===== src/rtl/imem_fetch_ctrl_pkg.sv =====
// Shared types for the instruction-fetch sequencer: FSM states, the FIFO
// entry record and the PC increment.
package fetch_pkg;

  localparam int FETCH_DATA_W = 32;
  localparam logic [31:0] PC_STEP = 32'd4;

  typedef enum logic [1:0] {
    IDLE  = 2'd0,
    RUN   = 2'd1,
    FAULT = 2'd2
  } fetch_state_t;

  typedef struct packed {
    logic [31:0]             pc;
    logic [FETCH_DATA_W-1:0] inst;
  } fetch_entry_t;

endpackage


===== src/rtl/imem_fetch_ctrl_if.sv =====
// Bus bundle between the fetch sequencer (master) and the ROM/decode side
// (slave): ROM address/data, decode handshake, redirect and fault.
interface imem_fetch_ctrl_if #(
  parameter int AW     = 10,
  parameter int DATA_W = 32
);
  logic              fetch_en;
  logic [AW-1:0]     rom_addr;
  logic [DATA_W-1:0] rom_data;
  logic [DATA_W-1:0] inst_o;
  logic [31:0]       pc_o;
  logic              inst_valid;
  logic              inst_ready;
  logic              redirect;
  logic [31:0]       redirect_pc;
  logic              fetch_fault;

  modport master (
    input  fetch_en, rom_data, inst_ready, redirect, redirect_pc,
    output rom_addr, inst_o, pc_o, inst_valid, fetch_fault
  );

  modport slave (
    output fetch_en, rom_data, inst_ready, redirect, redirect_pc,
    input  rom_addr, inst_o, pc_o, inst_valid, fetch_fault
  );
endinterface


===== src/rtl/imem_fetch_ctrl_fifo.sv =====
// Synchronous FIFO of fetch entries; clear beats push/pop, full/empty come
// from the occupancy count rather than pointer equality.
module fetch_fifo
  import fetch_pkg::*;
#(
  parameter int DEPTH = 2
) (
  input  logic                         clk,
  input  logic                         rst,
  input  logic                         push,
  input  logic                         pop,
  input  logic                         clear,
  input  fetch_entry_t                 din,
  output fetch_entry_t                 dout,
  output logic [$clog2(DEPTH+1)-1:0]   count,
  output logic                         full,
  output logic                         empty
);
  localparam int PW = (DEPTH > 1) ? $clog2(DEPTH) : 1;
  localparam int CW = $clog2(DEPTH+1);

  fetch_entry_t   mem_r [DEPTH];
  logic [PW-1:0]  wr_ptr_r;
  logic [PW-1:0]  rd_ptr_r;
  logic [CW-1:0]  count_r;
  logic           pop_ok_s;
  logic           push_ok_s;

  assign empty     = (count_r == CW'(0));
  assign full      = (count_r == CW'(DEPTH));
  assign count     = count_r;
  assign dout      = mem_r[rd_ptr_r];
  assign pop_ok_s  = pop && !empty;
  assign push_ok_s = push && (!full || pop_ok_s);

  // Storage, pointers and occupancy.
  always_ff @(posedge clk) begin
    if (rst) begin
      wr_ptr_r <= PW'(0);
      rd_ptr_r <= PW'(0);
      count_r  <= CW'(0);
      for (int i = 0; i < DEPTH; i++) begin
        mem_r[i] <= '0;
      end
    end else if (clear) begin
      wr_ptr_r <= PW'(0);
      rd_ptr_r <= PW'(0);
      count_r  <= CW'(0);
    end else begin
      if (push_ok_s) begin
        mem_r[wr_ptr_r] <= din;
        wr_ptr_r        <= wr_ptr_r + PW'(1);
      end
      if (pop_ok_s) begin
        rd_ptr_r <= rd_ptr_r + PW'(1);
      end
      case ({push_ok_s, pop_ok_s})
        2'b10:   count_r <= count_r + CW'(1);
        2'b01:   count_r <= count_r - CW'(1);
        default: count_r <= count_r;
      endcase
    end
  end
endmodule


===== src/rtl/imem_fetch_ctrl.sv =====
// Instruction-fetch sequencer: PC, ROM addressing, fetch FIFO and redirect.
// Optional out-of-range fault detection is enabled by FETCH_BOUND_CHECK_EN.
module imem_fetch_ctrl
  import fetch_pkg::*;
#(
  parameter int          ROM_DEPTH  = 1024,
  parameter int          DATA_W     = 32,
  parameter logic [31:0] RESET_PC   = 32'h0000_0000,
  parameter int          FIFO_DEPTH = 2
) (
  input  logic               clk,
  input  logic               rst,
  imem_fetch_ctrl_if.master  bus
);
  localparam int AW = $clog2(ROM_DEPTH);
  localparam int CW = $clog2(FIFO_DEPTH+1);

  fetch_state_t  state_r;
  fetch_state_t  state_n;
  logic [31:0]   fetch_pc_r;
  logic [31:0]   target_pc_s;
  logic          redirect_s;
  logic          pop_s;
  logic          push_s;
  logic          room_s;
  logic          oob_s;
  fetch_entry_t  wr_entry_s;
  fetch_entry_t  head_s;
  logic [CW-1:0] count_s;
  logic          full_s;
  logic          empty_s;

  assign target_pc_s = bus.redirect_pc & 32'hFFFF_FFFC;
  assign redirect_s  = bus.redirect && (state_r != FAULT);
  assign pop_s       = !empty_s && bus.inst_ready;
  assign room_s      = (count_s < CW'(FIFO_DEPTH)) || (full_s && pop_s);
  assign wr_entry_s  = '{pc: fetch_pc_r, inst: bus.rom_data};

`ifdef FETCH_BOUND_CHECK_EN
  logic fault_r;
  assign oob_s           = |fetch_pc_r[31:AW+2];
  assign bus.fetch_fault = fault_r;
`else
  assign oob_s           = 1'b0;
  assign bus.fetch_fault = 1'b0;
`endif

  // A push needs RUN, fetch enabled, room, an in-range PC and no redirect.
  assign push_s = (state_r == RUN) && bus.fetch_en && room_s && !oob_s && !redirect_s;

  assign bus.rom_addr   = fetch_pc_r[AW+1:2];
  assign bus.inst_valid = !empty_s;
  assign bus.pc_o       = head_s.pc;
  assign bus.inst_o     = head_s.inst;

  fetch_fifo #(.DEPTH(FIFO_DEPTH)) u_fifo (
    .clk   (clk),
    .rst   (rst),
    .push  (push_s),
    .pop   (pop_s),
    .clear (redirect_s),
    .din   (wr_entry_s),
    .dout  (head_s),
    .count (count_s),
    .full  (full_s),
    .empty (empty_s)
  );

  // FSM next-state decode.
  always_comb begin
    state_n = state_r;
    case (state_r)
      IDLE: begin
        if (bus.fetch_en) state_n = RUN;
        else              state_n = IDLE;
      end
      RUN: begin
        if (!bus.fetch_en)             state_n = IDLE;
        else if (oob_s && !redirect_s) state_n = FAULT;
        else                           state_n = RUN;
      end
      FAULT: begin
`ifdef FETCH_BOUND_CHECK_EN
        state_n = FAULT;
`else
        state_n = IDLE;
`endif
      end
      default: state_n = IDLE;
    endcase
  end

  // State register; FAULT is sticky until reset.
  always_ff @(posedge clk) begin
    if (rst) state_r <= IDLE;
    else     state_r <= state_n;
  end

  // Fetch PC: redirect beats the sequential increment.
  always_ff @(posedge clk) begin
    if (rst)             fetch_pc_r <= RESET_PC;
    else if (redirect_s) fetch_pc_r <= target_pc_s;
    else if (push_s)     fetch_pc_r <= fetch_pc_r + PC_STEP;
    else                 fetch_pc_r <= fetch_pc_r;
  end

`ifdef FETCH_BOUND_CHECK_EN
  // Registered fault flag, high from the cycle after FAULT is entered.
  always_ff @(posedge clk) begin
    if (rst) fault_r <= 1'b0;
    else     fault_r <= (state_n == FAULT);
  end
`endif
endmodule


===== src/flat_wrapper.sv =====
// flat-port wrapper written by rule: the top's interface ports become plain ports
module imem_fetch_ctrl_flat import fetch_pkg::*;
#(
  parameter int          ROM_DEPTH  = 1024,
  parameter int          DATA_W     = 32,
  parameter logic [31:0] RESET_PC   = 32'h0000_0000,
  parameter int          FIFO_DEPTH = 2
)
  (clk, rst, bus_fetch_en, bus_rom_data, bus_inst_ready, bus_redirect, bus_redirect_pc, bus_rom_addr, bus_inst_o, bus_pc_o, bus_inst_valid, bus_fetch_fault);
  imem_fetch_ctrl_if #(.AW(10), .DATA_W(DATA_W)) bus_i ();
  input  logic clk;
  input  logic rst;
  input wire logic [$bits(bus_i.fetch_en)-1:0] bus_fetch_en;
  input wire logic [$bits(bus_i.rom_data)-1:0] bus_rom_data;
  input wire logic [$bits(bus_i.inst_ready)-1:0] bus_inst_ready;
  input wire logic [$bits(bus_i.redirect)-1:0] bus_redirect;
  input wire logic [$bits(bus_i.redirect_pc)-1:0] bus_redirect_pc;
  output wire logic [$bits(bus_i.rom_addr)-1:0] bus_rom_addr;
  output wire logic [$bits(bus_i.inst_o)-1:0] bus_inst_o;
  output wire logic [$bits(bus_i.pc_o)-1:0] bus_pc_o;
  output wire logic [$bits(bus_i.inst_valid)-1:0] bus_inst_valid;
  output wire logic [$bits(bus_i.fetch_fault)-1:0] bus_fetch_fault;
  assign bus_i.fetch_en = bus_fetch_en;
  assign bus_i.rom_data = bus_rom_data;
  assign bus_i.inst_ready = bus_inst_ready;
  assign bus_i.redirect = bus_redirect;
  assign bus_i.redirect_pc = bus_redirect_pc;
  assign bus_rom_addr = bus_i.rom_addr;
  assign bus_inst_o = bus_i.inst_o;
  assign bus_pc_o = bus_i.pc_o;
  assign bus_inst_valid = bus_i.inst_valid;
  assign bus_fetch_fault = bus_i.fetch_fault;
  imem_fetch_ctrl #(.ROM_DEPTH(ROM_DEPTH), .DATA_W(DATA_W), .RESET_PC(RESET_PC), .FIFO_DEPTH(FIFO_DEPTH)) u_core (.clk(clk), .rst(rst), .bus(bus_i));
endmodule

===== config.mk =====
export PLATFORM = sky130hd
export DESIGN_NAME = imem_fetch_ctrl_flat
export DESIGN_NICKNAME = d
export VERILOG_FILES = /design/src/rtl/imem_fetch_ctrl_pkg.sv /design/src/rtl/imem_fetch_ctrl_if.sv /design/src/rtl/imem_fetch_ctrl_fifo.sv /design/src/rtl/imem_fetch_ctrl.sv /design/src/flat_wrapper.sv
export SDC_FILE = /design/constraint.sdc
export NUM_CORES = 1
export LEC_CHECK = 0
export BUFFER_PORTS_ARGS = -buffer_cell sky130_fd_sc_hd__buf_4
export CELL_PAD_IN_SITES_DETAIL_PLACEMENT = 0
export CELL_PAD_IN_SITES_GLOBAL_PLACEMENT = 2
export CORE_MARGIN = 4
export CORE_UTILIZATION = 41
export CTS_BUF_LIST = sky130_fd_sc_hd__clkbuf_16
export CTS_CLUSTER_SIZE = 30
export DETAILED_ROUTE_END_ITERATION = 8
export MAX_ROUTING_LAYER = met4
export PLACE_DENSITY = 0.95
export RECOVER_POWER = 25
export SYNTH_ARGS = -nofsm -noshare
export SYNTH_HDL_FRONTEND = slang
export SYNTH_HIERARCHICAL = 1
export SYNTH_SLANG_ARGS = --single-unit

===== constraint.sdc =====
create_clock -name clk -period 6.15 [get_ports clk]
set_input_delay 0.3075 -clock clk [delete_from_list [all_inputs] [get_ports clk]]
set_output_delay 0.3075 -clock clk [all_outputs]
set_load 0.01 [all_outputs]

==> flow_summary_export.csv <==
group,metric,value,unit
run_status,outcome,"finished with violations",
run_status,violations,"capacitance limit, slew limit",
grt,grt_usage,0.163,
layout,nets,786,
critical_path,reg2reg_from,"u_core/u_fifo/count[1]",
sta,drv_slew,101,
power,p_sw_frac,0.229,
grt,antenna_found_initial,0,
critical_path,r2r_end,"u_core/u_fifo/mem_r[0][2]",
grt,met3_usage,0.0473,
layout,synthToLayoutAreaGrowth,16.7,%
min_path,min_path_type,"in -> reg",
layout,register_area,4560,um2
synthesis,synth.distinct_cells,47,
synthesis,syn_area_per_cell,13.1,um2
grt,grt_pass1_vias,5089,
synthesis,ys_seq_area_frac,0.585,
layout,fill_cells,1712,
clocking,root_buffer,"clkbuf_16",
layout,insertedDiodeCount,0,
critical_path,cp_max_fo,64,
critical_path,cp.required,5.84,ns
sta,period_needed,3.85,ns
route,drtAntennaViolNets,0,
grt,grt_pass1_wl,26800,um
power,p_leak,3.39,nW
clocking,cts_tree,"done",
layout,layout-drive-gt1-share,0.280,
die,die_height,146,um
layout,finalNonFillerCells,963,
grt,gr-usage-met2,0.267,
critical_path,r2r_slack,2.75,ns
die,fp.dieW,146,um
clocking,ctsHoldBuffers,0,
grt,use_met1,0.201,
route,wl,16700,um
sta,fin_tns_setup,0,ns
die,rows,50,
sta,min_period_over_period,0.626,
sta,worstMarginPinSlew,3.04,ns
power,peakVddDrop,0.175,mV
layout,final_cell_mix,"128 x edfxtp_1, 100 x and2_1, 77 x buf_4, 66 x clkbuf_1, 56 x mux2_2",
clocking,clock_latency,0.41,ns
critical_path,setup.worst_path.end,"bus_pc_o[15]",
synthesis,netlist_instances,596,
route,first_pass_iters,5,
layout,multi_input_area,2860,um2
die,fp.coreArea,18700,um2
synthesis,synth-seq-cells,164,
power,seqPwrFrac,0.535,
power,pwr-share-clk,0.402,
sta,rsz0062_at_grt,"false",
place,dpl_cell_area,8860,um2
power,pwr-share-comb,0.062,
sta,relSlewSlack,-1.03,
clocking,clock_path_buffers,2,
critical_path,startpoint_type,"register",
critical_path,crit_path_end_kind,"output pin",
synthesis,yosysWarnings,6,
flow_run,maxCapViolCount,2,
route,drt_iter0_markers,174,
power,intPower,1.82,mW
place,hpwl,10600,um
synthesis,synth_flop_cell,"edfxtp_1",
clocking,cts-resized-gates,0,
power,p_sw,0.542,mW
clocking,numCtsBuffers,17,
clocking,post_cts_buffers,0,
die,dieArea,21300,um2
route,drc,0,
sta,clock_skew,0.00558,ns
sta,hold_viol,0,
critical_path,r2r_cells,6,
route,dr_total_vias,4866,
critical_path,critical_path_class,"reg -> out",
sta,holdWs,0.137,ns
clocking,h-tree-depth,4,
grt,grt_max_degree,66,
clocking,clkTransAtPathRegs,0.06,ns
layout,layout_commonest_cell,"edfxtp_1",
place,gp_congestion,0.784,
die,start_util,0.417,
synthesis,synth_area,7800,um2
critical_path,cp.arrival,3.54,ns
place,dp_cells,931,
sta,setup_viol,0,
power,power_density,260,nW/um2
grt,grt_overflow,0,
route,via_per_inst,5.05,
die,pin_count,145,
sta,max_freq,260,MHz
place,port_buffers,141,
grt,grt_most_used_layer,"met2",
layout,final_cell_area,9100,um2
clocking,clkSinkCount,164,
route,wire_per_inst,17.4,um
synthesis,postSynth.asyncResetShare,0,
synthesis,synth_edf_count,128,
-- cell type report --
type	count	area share
clock inverter	15	0.0118
clock buffer	17	0.0468
multi-input combinational	385	0.315
tap	234	0.0322
timing repair buffer	143	0.0908
sequential	164	0.502
inverter	5	0.00206
-- through the flow --
stage	power, mW	util	setup WS, ns
2_1_floorplan	1.36	-	2.41
3_3_place_gp	1.45	0.474	3.03
3_5_place_dp	1.46	0.474	2.88
4_1_cts	2.41	0.502	2.87
5_1_grt	2.46	0.486	1.89
6_report	2.36	0.486	2.30
-- flip-flops by register name (all words and copies together), names as in the netlist, named ones only --
signal / cells
u_core/u_fifo/rd_ptr_r: 1
u_core/u_fifo/mem_r: 128
u_core/state_r: 1
u_core/u_fifo/count: 2
u_core/u_fifo/wr_ptr_r: 1
u_core/fetch_pc_r: 30
-- cell usage after synthesis, drive strengths merged, types with 3 or more instances --
cell | number | share of area
a211oi | 23 | 0.023
a21oi | 12 | 0.0077
and2 | 130 | 0.11
and3 | 5 | 0.0040
and4 | 6 | 0.0067
buf | 33 | 0.035
clkbuf | 13 | 0.0063
dfxtp | 36 | 0.092
edfxtp | 128 | 0.49
inv | 5 | 0.0024
mux2 | 65 | 0.094
nand2 | 27 | 0.013
nand3 | 8 | 0.0058
nand4 | 10 | 0.0080
nor2 | 28 | 0.013
nor2b | 3 | 0.0024
nor3 | 5 | 0.0058
nor4 | 5 | 0.0080
o21ai | 3 | 0.0019
or2 | 3 | 0.0024
xnor2 | 12 | 0.013
xor2 | 17 | 0.019
-- per-layer routing --
metal	share of wire	wire (um)
met1	0.44	7380
met2	0.49	8250
met3	0.061	1030
met4	0.0041	68
met5	0	0
-- how the worst min path moves through the flow --
| stage | start | to | slack [ns] | depth (start not counted) |
|---|---|---|---|---|
| 6_report | bus_fetch_en | u_core/state_r[0] | 0.14 | 2 |
| 5_1_grt | bus_redirect_pc[7] | u_core/fetch_pc_r[7] | 0.13 | 3 |
| 4_1_cts | bus_fetch_en | u_core/state_r[0] | 0.11 | 2 |
| 3_5_place_dp | u_core/u_fifo/rd_ptr_r | register | 0.49 | 2 |
| 3_3_place_gp | u_core/u_fifo/wr_ptr_r | u_core/u_fifo/wr_ptr_r | 0.48 | 2 |
| 2_1_floorplan | bus_fetch_en | u_core/state_r[0] | 0.44 | 1 |
-- critical path, cell delays in order (launching register included) --
cell,delay [ns]
dfxtp_1,2.38
mux2_2,0.50
clkbuf_1,0.20
-- power by group through the flow --
| stage | sequential (mW) | combinational, mW | clock (mW) |
|---|---|---|---|
| after global placement | 1.29 | 0.164 | 0 |
| after detailed placement | 1.29 | 0.166 | 0 |
| final | 1.27 | 0.148 | 0.951 |
| after floorplan | 1.28 | 0.0849 | 0 |
| after global routing | 1.27 | 0.163 | 1.02 |
| after CTS | 1.27 | 0.167 | 0.978 |
-- cells by family after synthesis --
kind of cell | share of synthesized area
flops | 0.585
compound gates | 0.0433
simple gates | 0.197
fa+ha+maj | 0.00160
mux | 0.0952
other cells | 0.000481
xor+xnor | 0.0326
buf+inv | 0.0440
Power figures use the tool's default switching activity.
